**config.mk**
```make
export PLATFORM = sky130hd
export DESIGN_NAME = rs_issue_select
export DESIGN_NICKNAME = d
export VERILOG_FILES = /design/src/rtl/rs_issue_select.sv
export SDC_FILE = /design/constraint.sdc
export NUM_CORES = 1
export LEC_CHECK = 0
export ABC_AREA = 1
export CAP_MARGIN = 5
export CORE_AREA = 8 8 238 240
export DETAILED_ROUTE_END_ITERATION = 16
export DIE_AREA = 0 0 246 248
export GPL_TIMING_DRIVEN = 1
export PLACE_DENSITY = 0.47
export REMOVE_ABC_BUFFERS = 1
export SLEW_MARGIN = 20
export SYNTH_ARGS = -nofsm -noshare
export SYNTH_HDL_FRONTEND = slang
export SYNTH_SLANG_ARGS = --single-unit
export TNS_END_PERCENT = 50
```
**constraint.sdc**
```tcl
create_clock -name clock -period 2.85 [get_ports clock]
set_input_delay 0.57 -clock clock [delete_from_list [all_inputs] [get_ports clock]]
set_output_delay 0.57 -clock clock [all_outputs]
set_load 0.01 [all_outputs]
```
**src/rtl/rs_issue_select.sv**
```systemverilog
// Issue selector: picks one ready RS entry per cycle, pulses its clear and loads the issue/execute register.
// Define RS_ISSUE_RR_EN for round-robin arbitration; otherwise the lowest ready index wins.
module rs_issue_select #(
    parameter int RS_LEN = 8,
    parameter int IDX_W  = $clog2(RS_LEN),
    parameter int PKT_W  = 64
) (
    input  logic                         clock,
    input  logic                         reset,
    input  logic [RS_LEN-1:0]            ready,
    input  logic [RS_LEN-1:0][PKT_W-1:0] entry_packet,
    input  logic                         ex_stall,
    input  logic                         squash,
    output logic [RS_LEN-1:0]            clear,
    output logic [PKT_W-1:0]             is_ex_packet,
    output logic                         is_ex_valid,
    output logic [31:0]                  issue_count
);

    logic             can_issue;
    logic             found;
    logic             grant;
    logic [IDX_W-1:0] base;
    logic [IDX_W-1:0] cand;
    logic [IDX_W-1:0] grant_idx;

`ifdef RS_ISSUE_RR_EN
    logic [IDX_W-1:0] rr_ptr;

    // RS_LEN is a power of two, so the IDX_W-bit add wraps RS_LEN-1 back to 0.
    always_ff @(posedge clock) begin
        if (reset) begin
            rr_ptr <= '0;
        end else if (grant) begin
            rr_ptr <= grant_idx + IDX_W'(1);
        end
    end

    assign base = rr_ptr;
`else
    assign base = '0;
`endif

    // Scan from base upward modulo RS_LEN; the first ready entry wins.
    always_comb begin
        found     = 1'b0;
        grant_idx = '0;
        cand      = '0;
        for (int k = 0; k < RS_LEN; k++) begin
            cand = base + IDX_W'(k);
            if (!found && ready[cand]) begin
                found     = 1'b1;
                grant_idx = cand;
            end
        end
    end

    assign can_issue = !squash && (!is_ex_valid || !ex_stall);
    assign grant     = can_issue && found;
    assign clear     = grant ? (RS_LEN'(1) << grant_idx) : '0;

    always_ff @(posedge clock) begin
        if (reset) begin
            is_ex_valid  <= 1'b0;
            is_ex_packet <= '0;
        end else if (squash) begin
            is_ex_valid <= 1'b0;
        end else if (grant) begin
            is_ex_valid  <= 1'b1;
            is_ex_packet <= entry_packet[grant_idx];
        end else if (!(is_ex_valid && ex_stall)) begin
            is_ex_valid <= 1'b0;
        end
    end

    always_ff @(posedge clock) begin
        if (reset) begin
            issue_count <= '0;
        end else if (grant && (issue_count != 32'hFFFF_FFFF)) begin
            issue_count <= issue_count + 32'd1;
        end
    end

    // clear must be one-hot-or-zero and may only target an entry that is ready.
    a_clear_onehot: assert property (@(posedge clock) disable iff (reset)
        $onehot0(clear) && ((clear & ~ready) == '0));

endmodule

```
==> results of run 1 <==
-- routing by layer --
| metal | track usage | vias to the layer above | routed length (µm) |
|---|---|---|---|
| met3 | 0.06692 | 68 | 4951 |
| met4 | 0.05610 | 16 | 1298 |
| met1 | 0.1995 | 6263 | 23020 |
| met2 | 0.3277 | 424 | 29580 |
| li1 | - | 7150 | - |
| met5 | 0 | - | 113 |
-- final cells by class --
class,instances,share of cell area
clock inverter,5,0.005101
clock buffer,11,0.01355
inverter,55,0.01246
multi-input combinational,1660,0.4027
sequential,97,0.1131
antenna,11,0.001603
tap,696,0.05072
timing repair buffer,688,0.4007
-- repair_timing --
| item | 4_1_cts | 5_1_grt |
|---|---|---|
| buffers inserted | 2 | 1 |
| pin swaps | 2 | 3 |
| resized for setup | 18 | 14 |
| endpoints found under the setup margin | 8 | 34 |
| cloned | 0 | 0 |
-- synth_stat cells, types with 11 or more instances --
| master | n | share of area |
|---|---|---|
| nand3b_1 | 17 | 0.013 |
| buf_2 | 55 | 0.029 |
| nor3_1 | 15 | 0.0078 |
| nor2_1 | 290 | 0.11 |
| clkbuf_1 | 32 | 0.012 |
| nand3_1 | 168 | 0.087 |
| nand4_1 | 29 | 0.019 |
| buf_4 | 27 | 0.021 |
| a21oi_1 | 34 | 0.018 |
| nand2_1 | 1057 | 0.41 |
| inv_1 | 49 | 0.019 |
| dfxtp_1 | 97 | 0.20 |
| xor2_1 | 11 | 0.010 |
-- registers in the layout (all words and copies together), names as in the netlist --
name and count:
is_ex_valid 1, issue_count 32, is_ex_packet 64
-- worst max-delay path, stage by stage --
cell	delay (ns)
clkdlybuf4s50_1	0.43
nor2_2	0.17
nand2_2	0.09
nor2_4	0.11
nand4_4	0.14
nand2_8	0.12
inv_6	0.04
buf_4	0.19
nor3_4	0.18
buf_6	0.16
-- through the flow --
step | util | power [W] | setup TNS [ns] | hold slack, ns
2_1_floorplan | - | 0.002395 | -194.19 | 0.4961
3_3_place_gp | 0.3158 | 0.003759 | -15.66 | 0.4725
3_5_place_dp | 0.3158 | 0.003753 | -16.28 | 0.4727
4_1_cts | 0.3226 | 0.005244 | -0.1201 | 0.4363
5_1_grt | 0.3233 | 0.005479 | -0.03202 | 0.4495
6_report | 0.3235 | 0.005124 | 0 | 0.4721
-- worst paths after layout --
kind / startpoint / to / slack, ns / depth (start not counted)
hold reg to reg: issue_count[31]$_SDFFE_PP0P_ / issue_count[31]$_SDFFE_PP0P_ / 0.48 / 2
setup / recovery: ready[1] / clear[3] / 0.06 / 10
setup reg to reg: issue_count[0]$_SDFFE_PP0P_ / issue_count[18]$_SDFFE_PP0P_ / 0.46 / 10
hold / removal: reset / issue_count[21]$_SDFFE_PP0P_ / 0.47 / 2
-- cells by family (layout without fill, tap and decap cells) --
| family | after synthesis | after routing | synth area share |
|---|---|---|---|
| and+or+nand+nor | 1593 | 1593 | 0.6659 |
| buffers and inverters | 179 | 759 | 0.08887 |
| DFF | 97 | 97 | 0.2013 |
| AOI/OAI and AO/OA | 49 | 49 | 0.02711 |
| xor gates and xnor gates | 17 | 17 | 0.01544 |
| adders and majority gates | 1 | 1 | 0.001297 |
| other | 0 | 11 | 0 |
-- power by group through the flow --
stage / registers [W] / clock network, W / logic, W
after floorplan: 0.00155 / 0 / 0.000844
after global placement: 0.00152 / 0 / 0.00224
after detailed placement: 0.00152 / 0 / 0.00223
after CTS: 0.00149 / 0.00151 / 0.00225
after global routing: 0.00150 / 0.00153 / 0.00245
final: 0.00149 / 0.00142 / 0.00222
==> out/qor.yml, run 1 <==
status: "complete, no violations"
wirelength_um: 58960
clk_pin_slew_ns: 0.08
crit_required_ns: 2.28
period_needed_ns: 2.788
rows: 85
root_buffer: "clkbuf_16"
power.share.switching: 0.3380
vdd_drop_max_mv: 0.2883
critPathMaxFanout: 16
dieHeight_um: 248
clock-sinks: 97
drc: 0
max_clock_freq_mhz: 358.7
grt_pass1_wl_um: 85840
leakagePower_nw: 7.811
syn_avg_cell_area_um2: 4.982
synth_cell_types: 30
core_um2: 53070
worst_pin_slew_ns: 0.8711
start_kind: "input pin"
yosys_warnings: 0
initial_core_util: 0.1817
criticalPathCategory: "in2out"
vias: 13920
yosysSeqAreaShare: 0.2013
synth_cells: 1936
final_hold_viol_count: 0
hold_path_class: "in2reg"
cts_buffer_depth: 2
ys_ff_latch: 97
p_clk_frac: 0.277
async_flop_share: 0
multiInputGateArea_um2: 6914
htree_levels: 3
p_comb_frac: 0.433
rsz0062_at_grt: "yes"
dr.pass1.iters: 5
antenna_found_initial: 20
final_common_cell: "nand2_1"
max_slew_margin: 0.4192
antenna_left: 0
fp.dieArea_um2: 61010
postLayoutCellArea_um2: 17170
intPower_w: 0.003392
gp_congestion: 0.8524
routed_via_density: 4.319
finClkSkew_ns: 0.009315
power_density_nw_per_um2: 298.4
setup_slack_ns: 0.06201
cts-buffers-inserted: 9
syn2layout_area_growth_pct: 78.02
die_w_um: 246
max_cap_viol_count: 0
crit_arrival_ns: 2.22
holdBufCountCts: 0
dr.first_iter.drc_count: 708
dp_cells: 3193
seqCellArea_um2: 1942
nFillCells: 5991
setup_viol: 0
gr-usage-all-layers: 0.1831
slew_violations: 0
fin_nets: 3036
ios: 629
wl_per_cell_um: 18.29
clkLatencyLatePin_ns: 0.38
fin_crit_sh: 0.9782
cts_tree: "done"
hpwl_um: 47170
grt_pass1_vias: 14210
synth_edf_count: 0
pre_cts_slack_ns: -0.3618
syn_area_um2: 9644
grt_max_degree: 101
fin_cells: 3223
seqPwrFrac: 0.291
drive_gt1_frac: 0.04213
io_buffers: 628
end_kind: "primary output"
place_area_um2: 16760
layout_common_cells: "nand2_1, clkdlybuf4s50_1, nor2_1"
p_sw_w: 0.001732
grt_overflow: 0
synth_ff_type: "dfxtp_1"
No activity file was read; power rests on OpenSTA's default activity.
==> inputs of run 2 (changes only) <==
--- a/config.mk
+++ b/config.mk
@@ -7,11 +7,11 @@
 export LEC_CHECK = 0
 export ABC_AREA = 1
 export CAP_MARGIN = 5
-export CORE_AREA = 8 8 238 240
+export CORE_AREA = 8 8 237 239
 export DETAILED_ROUTE_END_ITERATION = 16
-export DIE_AREA = 0 0 246 248
+export DIE_AREA = 0 0 245 247
 export GPL_TIMING_DRIVEN = 1
-export PLACE_DENSITY = 0.47
+export PLACE_DENSITY = 0.48
 export REMOVE_ABC_BUFFERS = 1
 export SLEW_MARGIN = 20
 export SYNTH_ARGS = -nofsm -noshare
==> constraint.sdc (replaced) <==
create_clock -name clock -period 2.8 [get_ports clock]
set_input_delay 0.56 -clock clock [delete_from_list [all_inputs] [get_ports clock]]
set_output_delay 0.56 -clock clock [all_outputs]
set_load 0.01 [all_outputs]
==> out/qor.yml, run 2 (synthesized netlist as in run 1, its figures left out) <==
antenna_found_initial: 8
critPathMaxFanout: 4
gr-usage-all-layers: 0.1865
rows: 84
path_cells: "clkdlybuf4s50_1 -> inv_2 -> buf_4 -> nand4_1 -> nand2_2 -> buf_6 -> nor2_4 -> inv_4 -> nor2_1 -> clkdlybuf4s15_2"
vdd_drop_max_mv: 0.2934
core_um2: 52240
clock-sinks: 97
fin_nets: 3039
reg_top3: "is_ex_packet (64), issue_count (32), is_ex_valid (1)"
slowest_stage: "clkdlybuf4s50_1"
grt_max_degree: 136
period_needed_ns: 2.709
grt_pass1_vias: 13910
rr_endpoint: "issue_count[5]$_SDFFE_PP0P_"
htree_levels: 3
place_area_um2: 16750
fin_crit_sh: 0.9675
largest_register_ffs: 64
syn2layout_area_growth_pct: 77.43
dieHeight_um: 247
dr.first_iter.drc_count: 745
crit_required_ns: 2.24
drive_gt1_frac: 0.04565
criticalPathCategory: "in2out"
wl_per_cell_um: 18.77
root_buffer: "clkbuf_16"
max_clock_freq_mhz: 369.1
routed_via_density: 4.339
max_slew_margin: 0.4810
start_kind: "input pin"
final_common_cell: "nand2_1"
hold_depth: 2
clk_pin_slew_ns: 0.08
rsz0062_at_grt: "no"
hpwl_um: 47980
fp.dieArea_um2: 60520
leakagePower_nw: 7.800
cts-buffers-inserted: 9
regToRegSetupSlack_ns: 0.76
whs_ns: 0.5104
reg2regPathDepth: 11
postLayoutCellArea_um2: 17110
setup_viol: 0
initial_core_util: 0.1846
ios: 629
crit_arrival_ns: 2.15
hold_path_class: "in2reg"
holdBufCountCts: 0
antenna_left: 0
min_from: "reset"
layout_common_cells: "nand2_1, clkdlybuf4s50_1, nor2_1"
regMostFlops: "is_ex_packet"
status: "complete, no violations"
power_density_nw_per_um2: 297.2
clkLatencyLatePin_ns: 0.38
vias: 13930
grt_overflow: 0
tns_ns: 0
wirelength_um: 60270
slew_violations: 0
drc: 0
end_kind: "primary output"
finClkSkew_ns: 0.01427
final_hold_viol_count: 0
cts_tree: "done"
max_cap_viol_count: 0
cts_buffer_depth: 2
gp_congestion: 0.8637
grt_pass1_wl_um: 86710
r2r-start: "issue_count[19]$_SDFFE_PP0P_"
hold_path_end: "issue_count[17]$_SDFFE_PP0P_"
worst_pin_slew_ns: 0.7785
dr.pass1.iters: 5
die_w_um: 245
io_buffers: 628
nFillCells: 5830
cp_slowest_stage_delay_ns: 0.48
-- run 2: stage by stage --
stage | util | cells | total power (W) | worst slack [ns]
5_1_grt | 0.3274 | 3207 | 0.005424 | 0.009708
4_1_cts | 0.3262 | 3206 | 0.005166 | -0.005713
3_3_place_gp | 0.3206 | 3189 | 0.003820 | -0.5219
6_report | 0.3276 | 3210 | 0.005085 | 0.09091
2_1_floorplan | - | 1812 | 0.002438 | -3.323
3_5_place_dp | 0.3206 | 3189 | 0.003824 | -0.5046
-- run 2: area by class of cell --
class / count / area (µm²) / area share
antenna: 3 / 7.507 / 0.0004387
clock buffer: 10 / 229.0 / 0.01338
clock inverter: 6 / 51.30 / 0.002998
inverter: 55 / 214.0 / 0.01250
multi-input combinational: 1660 / 6917 / 0.4042
sequential: 97 / 1942 / 0.1135
tap: 688 / 860.8 / 0.05031
timing repair buffer: 691 / 6890 / 0.4027
-- run 2: worst max path at each step --
stage | from | end | slack, ns | depth (start not counted)
after CTS | ready[0] | clear[7] | -0.006 | 11
after detailed placement | ready[1] | clear[3] | -0.50 | 9
after global routing | ready[4] | is_ex_packet[46]$_SDFFE_PP0P_ | 0.01 | 12
after global placement | ready[2] | clear[3] | -0.52 | 10
after floorplan | ready[5] | clear[0] | -3.32 | 6
final | ready[5] | clear[6] | 0.09 | 10
-- run 2: worst max-delay path, delay by kind of cell --
| family | cells | cell delay [ns] |
|---|---|---|
| buffers and inverters | 6 | 1.12 |
| AND/OR/NAND/NOR | 4 | 0.47 |
-- run 2: per-layer routing --
layer  global-route usage  wire [µm]  up-vias
met3              0.05460       4159       50
met5                    0         51        -
met2               0.3384      30080      451
met4              0.04434       1096        8
li1                     -          -     7137
met1               0.2128      24880     6282
-- run 2: where the power goes --
group / internal, W / total [W] / switching, W
combinational: 0.00119 / 0.00227 / 0.00108
sequential: 0.00146 / 0.00152 / 0.0000526
clock: 0.000619 / 0.00130 / 0.000677
-- run 2: what timing repair did --
item,in CTS,in global routing
gates cloned,0,1
resized for setup,45,9
endpoints found under the hold margin,0,0
buffers inserted,1,0
pin swaps,7,3
setup endpoints to repair,23,18
